### src/rtl/serial_adder_if.sv
// Operand/result bundle for the bit-serial adder.
// Handshake: the master raises start with A/B/Cin valid; the adder takes them
// on any rising edge where it is not busy (IDLE or the DONE cycle). busy is
// high while bits are being processed, and done pulses for one cycle when
// Sum/Cout are updated. Starts seen while busy are dropped. There is no
// backpressure on the result.
interface serial_adder_if #(
    parameter int WIDTH = 8
);
    logic             start;
    logic [WIDTH-1:0] A;
    logic [WIDTH-1:0] B;
    logic             Cin;
    logic             busy;
    logic             done;
    logic [WIDTH-1:0] Sum;
    logic             Cout;

    modport master (
        output start, A, B, Cin,
        input  busy, done, Sum, Cout
    );

    modport slave (
        input  start, A, B, Cin,
        output busy, done, Sum, Cout
    );
endinterface

### src/rtl/serial_adder.sv
// Bit-serial WIDTH-bit adder: one full-adder cell plus a carry flop, LSB first.
// Operands are captured on an accepted start. The result appears WIDTH clocks
// later, together with a one-cycle done pulse, and is held until the next
// completion or reset.
module serial_adder #(
    parameter int WIDTH = 8
) (
    input  logic          clk,
    input  logic          rst,
    serial_adder_if.slave bus,
    output logic [1:0]    state
);
    localparam int CW = (WIDTH > 1) ? $clog2(WIDTH) : 1;

    localparam logic [1:0] IDLE = 2'd0;
    localparam logic [1:0] RUN  = 2'd1;
    localparam logic [1:0] DONE = 2'd2;

    localparam logic [CW-1:0] LAST = CW'(WIDTH - 1);

    logic [WIDTH-1:0] sh_a;
    logic [WIDTH-1:0] sh_b;
    logic [WIDTH-1:0] sh_s;
    logic [WIDTH-1:0] sum;
    logic [CW-1:0]    cnt;
    logic             carry;
    logic             cout;
    logic             busy;
    logic             done;

    logic             bit_s;
    logic             bit_c;
    logic [WIDTH-1:0] sh_s_next;

    // Full-adder cell on the current LSBs; the new sum bit enters shS at the MSB
    always_comb begin
        bit_s     = sh_a[0] ^ sh_b[0] ^ carry;
        bit_c     = (sh_a[0] & sh_b[0]) | (sh_a[0] & carry) | (sh_b[0] & carry);
        sh_s_next = WIDTH'({bit_s, sh_s} >> 1);
    end

    assign bus.busy = busy;
    assign bus.done = done;
    assign bus.Sum  = sum;
    assign bus.Cout = cout;

    // Control FSM and datapath; reset wins over start and any operation in flight
    always_ff @(posedge clk) begin
        if (rst) begin
            state <= IDLE;
            sh_a  <= '0;
            sh_b  <= '0;
            sh_s  <= '0;
            sum   <= '0;
            cnt   <= '0;
            carry <= 1'b0;
            cout  <= 1'b0;
            busy  <= 1'b0;
            done  <= 1'b0;
        end else begin
            case (state)
                IDLE, DONE: begin
                    // DONE accepts a new start exactly like IDLE for back-to-back use
                    done <= 1'b0;
                    if (bus.start) begin
                        sh_a  <= bus.A;
                        sh_b  <= bus.B;
                        carry <= bus.Cin;
                        cnt   <= '0;
                        busy  <= 1'b1;
                        state <= RUN;
                    end else begin
                        busy  <= 1'b0;
                        state <= IDLE;
                    end
                end
                RUN: begin
                    carry <= bit_c;
                    sh_a  <= sh_a >> 1;
                    sh_b  <= sh_b >> 1;
                    sh_s  <= sh_s_next;
                    cnt   <= cnt + CW'(1);
                    if (cnt == LAST) begin
                        // Result is published only once all bits are in
                        sum   <= sh_s_next;
                        cout  <= bit_c;
                        done  <= 1'b1;
                        busy  <= 1'b0;
                        state <= DONE;
                    end
                end
                default: begin
                    busy  <= 1'b0;
                    done  <= 1'b0;
                    state <= IDLE;
                end
            endcase
        end
    end
endmodule

### src/flat_wrapper.sv
// flat-port wrapper written by rule: the top's interface ports become plain ports
module serial_adder_flat 
#(
    parameter int WIDTH = 8
)
  (clk, rst, state, bus_start, bus_A, bus_B, bus_Cin, bus_busy, bus_done, bus_Sum, bus_Cout);
  serial_adder_if #(.WIDTH(WIDTH)) bus_i ();
  input  logic clk;
  input  logic rst;
  output logic [1:0] state;
  input wire logic [$bits(bus_i.start)-1:0] bus_start;
  input wire logic [$bits(bus_i.A)-1:0] bus_A;
  input wire logic [$bits(bus_i.B)-1:0] bus_B;
  input wire logic [$bits(bus_i.Cin)-1:0] bus_Cin;
  output wire logic [$bits(bus_i.busy)-1:0] bus_busy;
  output wire logic [$bits(bus_i.done)-1:0] bus_done;
  output wire logic [$bits(bus_i.Sum)-1:0] bus_Sum;
  output wire logic [$bits(bus_i.Cout)-1:0] bus_Cout;
  assign bus_i.start = bus_start;
  assign bus_i.A = bus_A;
  assign bus_i.B = bus_B;
  assign bus_i.Cin = bus_Cin;
  assign bus_busy = bus_i.busy;
  assign bus_done = bus_i.done;
  assign bus_Sum = bus_i.Sum;
  assign bus_Cout = bus_i.Cout;
  serial_adder #(.WIDTH(WIDTH)) u_core (.clk(clk), .rst(rst), .bus(bus_i), .state(state));
endmodule
### config.mk
export PLATFORM = sky130hd
export DESIGN_NAME = serial_adder_flat
export DESIGN_NICKNAME = d
export VERILOG_FILES = /design/src/rtl/serial_adder_if.sv /design/src/rtl/serial_adder.sv /design/src/flat_wrapper.sv
export SDC_FILE = /design/constraint.sdc
export NUM_CORES = 1
export LEC_CHECK = 0
export CAP_MARGIN = 20
export CORE_MARGIN = 1.5
export CORE_UTILIZATION = 30
export CTS_CLUSTER_SIZE = 8
export DETAILED_ROUTE_END_ITERATION = 16
export MAX_ROUTING_LAYER = met4
export PLACE_DENSITY = 0.64
export SLEW_MARGIN = 0
export SYNTH_ARGS = -nofsm -noshare
export SYNTH_HDL_FRONTEND = slang
export SYNTH_SLANG_ARGS = --single-unit
### constraint.sdc
create_clock -name clk -period 1.2 [get_ports clk]
set_input_delay 0.24 -clock clk [delete_from_list [all_inputs] [get_ports clk]]
set_output_delay 0.24 -clock clk [all_outputs]
set_load 0.03 [all_outputs]
# Word-level counts from Yosys, hierarchy flattened
# Index checks and enable logic that the tools add are counted.
# totals
reg_bits,41
latch_bits,0
ramBits,0
romBits,0
in_bits,20
out_inout_bits,13
n_memories,0
# op_classes
add_sub_neg,1
mul,0
div,0
magnitude_cmp,0
n_eq_ne,5
shift,0
mux,14
bitwise_logic,8
n_reduce_logical,6
# ops
operator,n
one-hot mux 8 bit (2 select lines),2
two-way mux 8 bit,2
one-hot mux 3 bit (2 select lines),1
two-way mux 1 bit,4
one-hot mux 1 bit (2 select lines),2
one-hot mux 2 bit (2 select lines),1
AND reduction 2 bit,2
OR reduction 2 bit,2
adder 3 x 1 -> 3 bit (second input constant),1
AND 1 bit,3
equality test 3 bit (second input constant),1
two-way mux 3 bit,1
equality test 2 x 1 -> 1 bit (second input constant),1
equality test 2 bit (second input constant),1
zero test 2 bit,1
two-way mux 2 bit,1
inequality test 2 x 1 -> 1 bit (second input constant),1
inequality test 2 bit (second input constant),1
bitwise OR 1 bit,2
nonzero test 2 bit,1
XOR 1 bit,2
inverter 1 bit,1

# Depth between registers and ports, before layout
# logic_depth
depth_word,4
depth_mapped,5
mapped_depth_nobuf,5

# Worst setup path after synthesis
# No wires, ideal clock.
# synth_timing
path_kind,register to register
startpoint,register u_core.state[1]
endpoint,register u_core.cout (netlist: u_core.bus.Cout)
setup_ns,0.132
arrival_time_ns,1.141
required_time_ns,1.068
path_slack_ns,-0.074
path_stages_with_launch,6
n_path_buf,2
period_less_slack_ns,1.274
cell_sequence,dfxtp_1 and2b_1 buf_4 buf_4 nand3_1 a21oi_1
# synth_between
elab_chain_len,2
# synth_lines
item,line,rtl
start: declaration,serial_adder.sv:11,output logic [1:0] state
start signal: assignment,serial_adder.sv:50,state <= IDLE;
start signal: assignment,serial_adder.sv:71,state <= RUN;
start signal: assignment,serial_adder.sv:74,state <= IDLE;
equality test 2 x 1 -> 1 bit,serial_adder.sv:61,case (state)
AND reduction 2 bit (no line),n/a,
end signal: assignment,serial_adder.sv:86,cout <= bit_c;
end: declaration,serial_adder.sv:27,logic cout;
# No other way between the ends.
# A chain may end at the register's enable or synchronous reset.

# Worst setup path in the final report
# layout_timing
startpoint,register u_core.sh_a[0]
endpoint,register u_core.sum[7] (netlist: u_core.bus.Sum[7])
# layout_between
elab_chain_len,2
# layout_lines
item,line,rtl
start: declaration,serial_adder.sv:21,logic [WIDTH-1:0] sh_a;
start signal: assignment,serial_adder.sv:66,sh_a <= bus.A;
start signal: assignment,serial_adder.sv:79,sh_a <= sh_a >> 1;
XOR 1 bit (2 in a row),serial_adder.sv:37,bit_s = sh_a[0] ^ sh_b[0] ^ carry;
named net u_core.bit_s,serial_adder.sv:31,logic bit_s;
end signal: assignment,serial_adder.sv:85,sum <= sh_s_next;
end: declaration,serial_adder.sv:24,logic [WIDTH-1:0] sum;
# The timed path passes the listed nets, and every way through them passes these cells.

==> out/results.tsv <==
metric	value	unit
Final nets	253	
asr flop ratio synth	0	%
sequential area share after synthesis	49.5	%
Final HPWL DP	2.11	mm
EDFF count, synth	0	
syn_nets	215	
Clock Tree Root	clkbuf_8	
Reg clk slew, reported paths	0.08	ns
final worst path period need	1.19	ns
most frequent cell after synthesis	nand2_1	
first-pass GRT wire length	5.45	mm
Final Power	2.98	mW
crit path max fanout	2	
Tot GR Track Use	13.0	%
PwrDens	1300	mW/mm2
Syn-to-layout area delta	45.0	%
reg2reg end	u_core.bus.Sum[7]	
worst relative slew slack	86.1	%
wire per inst	12.9	um
CTS HTree Levels	2	
Arr. time, crit path	1.41	ns
TritonRoute pass-1 iters	4	
cell row count	26	
I/O Buffers	32	
cells after synthesis	192	
Slowest cell on crit path	fa_1	
Worst Reg-to-Reg Cells	3	
Final Hold Viols	0	
clock buffer count from CTS	5	
CTS Hold Bufs	0	
initial drt markers	68	
worst setup margin	0.0148	ns
# DRC	0	
crit path from	u_core.sh_a[0]	
Routed WL	3.88	mm
r2r setup slk	0.01	ns
share of the synthesized area in the top cell type	49.5	%
Filler cells	525	
largest net degree at the start of global routing	46	
Yosys top cell by area	dfxtp_1	
grt ovf	0	
DIE HEIGHT	75.5	um
clk_skew	0.00631	ns
worst setup path class	register to register	
Post-synth top cells	nand2_1 (57), dfxtp_1 (39), a21oi_1 (21), nor2_1 (17), a311oi_1 (15)	
post-place setup slack	-0.335	ns
Core Box Area	0.00507	mm2
Antenna Cells	0	
Max-Cap Viols	0	
CP cell instances	fa_1 -> nand3_2 -> a21oi_1	
synth unique cells	20	
syn avg cell area	8.21	um2
DR vias	1462	
Leakage	0.871	nW
Die ar.	0.00570	mm2
CP Capture Point	u_core.bus.Sum[7]	
Sum Neg Setup Slack	0	ns
via/cell ratio	4.86	
VDD IR-drop max	0.000607	V
Worst setup SP type	register	
Setup Viol. Count Final	0	
gpl congestion	0.698	
Crit Reg-Reg Startpoint	u_core.sh_a[0]	
Least-Margin Pin Slew	0.207	ns
CTS Sinks	39	
dpl cell area	0.00196	mm2
setup repair after global routing missed its margin	true	
vias in the first global route	1223	
min-delay worst type	register to register	
Seq cells post-synth	39	
end-of-flow core utilization	45.0	%
Max Clk Rate	0.844	GHz
status	finished clean	
Warnings, synthesis	0	
Worst setup EP type	register	
final non-filler cell area	0.00229	mm2
ys flop type	dfxtp_1	
Pins Over Slew Limit	0	
post-route ant nets	0	
# IOs	33	
Post-Syn Area	0.00158	mm2
CTS Buffer Depth	2	
Crit path required time	1.42	ns
Worst-Skew Late Latency	0.29	ns
number of antenna violations at the first check in global routing	0	
die width	75.5	um
CTS tree	done	
layout cells sized above 1	24.2	%
Synth area leaders	dfxtp_1 (50%), nand2_1 (14%), a311oi_1 (8.3%)	
period utilization	98.8	%
Max stage delay on crit path	0.58	ns
Starting Density	31.1	%
==> report_power, final <==
part,internal (mW),switching (mW)
combinational,0.228,0.216
clock,0.673,0.455
sequential,1.36,0.0464
==> registers in the layout (all words and copies together) (netlist names) <==
register / cells
u_core.sh_s: 7
u_core.sh_b: 8
u_core.carry: 1
u_core.bus.done: 1
u_core.bus.Sum: 8
u_core.bus.busy: 1
u_core.state: 1
u_core.sh_a: 8
u_core.bus.Cout: 1
u_core.cnt: 3
==> cells in the final DEF (no fill, tap or decap), drive strengths merged <==
master / instances
fa: 1
and2b: 1
nand2b: 3
nor3b: 1
nand3b: 1
clkinv: 1
nand2: 57
ha: 2
nor2: 17
dfxtp: 39
o21a: 1
nand3: 14
bufinv: 1
nor2b: 1
nor3: 1
clkdlybuf4s50: 18
dlymetal6s2s: 1
a311oi: 15
a21oi: 21
buf: 26
clkbuf: 9
==> layout make-up <==
cell class / count / area [um2] / area share, %
Clock buffer: 6 / 82.6 / 3.61
Sequential cell: 39 / 790 / 34.5
Multi-Input combinational cell: 136 / 776 / 33.9
Tap cell: 70 / 87.6 / 3.83
Timing Repair Buffer: 48 / 515 / 22.6
Clock inverter: 2 / 35.0 / 1.53
==> how the worst min path moves through the flow <==
stage | slack, ns | cells after the start | start | endpoint
2_1_floorplan | 0.38 | 2 | bus_A[7] | u_core.sh_a[7]
4_1_cts | 0.46 | 2 | u_core.bus.Sum[4] | u_core.bus.Sum[4]
3_3_place_gp | 0.44 | 2 | u_core.sh_s[1] | u_core.sh_s[1]
6_report | 0.45 | 2 | u_core.bus.Sum[4] | u_core.bus.Sum[4]
3_5_place_dp | 0.45 | 2 | u_core.bus.Sum[7] | u_core.bus.Sum[7]
5_1_grt | 0.47 | 2 | u_core.bus.Sum[5] | u_core.bus.Sum[5]
==> through the flow <==
| stage | instances | hold WS, ns |
|---|---|---|
| finish | 301 | 0.453 |
| global route | 301 | 0.470 |
| CTS | 298 | 0.456 |
| detailed placement | 287 | 0.448 |
| global placement | 287 | 0.444 |
| floorplan | 192 | 0.376 |
==> metal layers <==
| layer | share of wire (%) | track usage [%] |
|---|---|---|
| met2 | 50 | 21.9 |
| met4 | 0.31 | 3.57 |
| met1 | 44 | 15.2 |
| met3 | 5.9 | 3.70 |
| met5 | 0 | - |
==> cell families (layout without fill, tap and decap cells) <==
logic type,Yosys count,in the layout,synth area share [%]
compound gates,37,37,15.5
fa+ha+maj,3,3,2.86
simple gates,96,96,25.4
flops,39,39,49.5
buf+inv,17,56,6.75
==> worst max-delay path: cells and delay by family (launching register included) <==
kind / cells / cell delay, ns
flops: 1 / 0.34
fa+ha+maj: 1 / 0.58
compound gates: 1 / 0.12
simple gates: 1 / 0.08
==> repair_timing <==
action / in CTS / in global routing
buffers inserted: 0 / 0
pin swaps: 6 / 5
endpoints found under the setup margin: 19 / 24
cloned: 3 / 3
resized for setup: 13 / 16
Note: power is estimated with default switching activity, not from simulation.
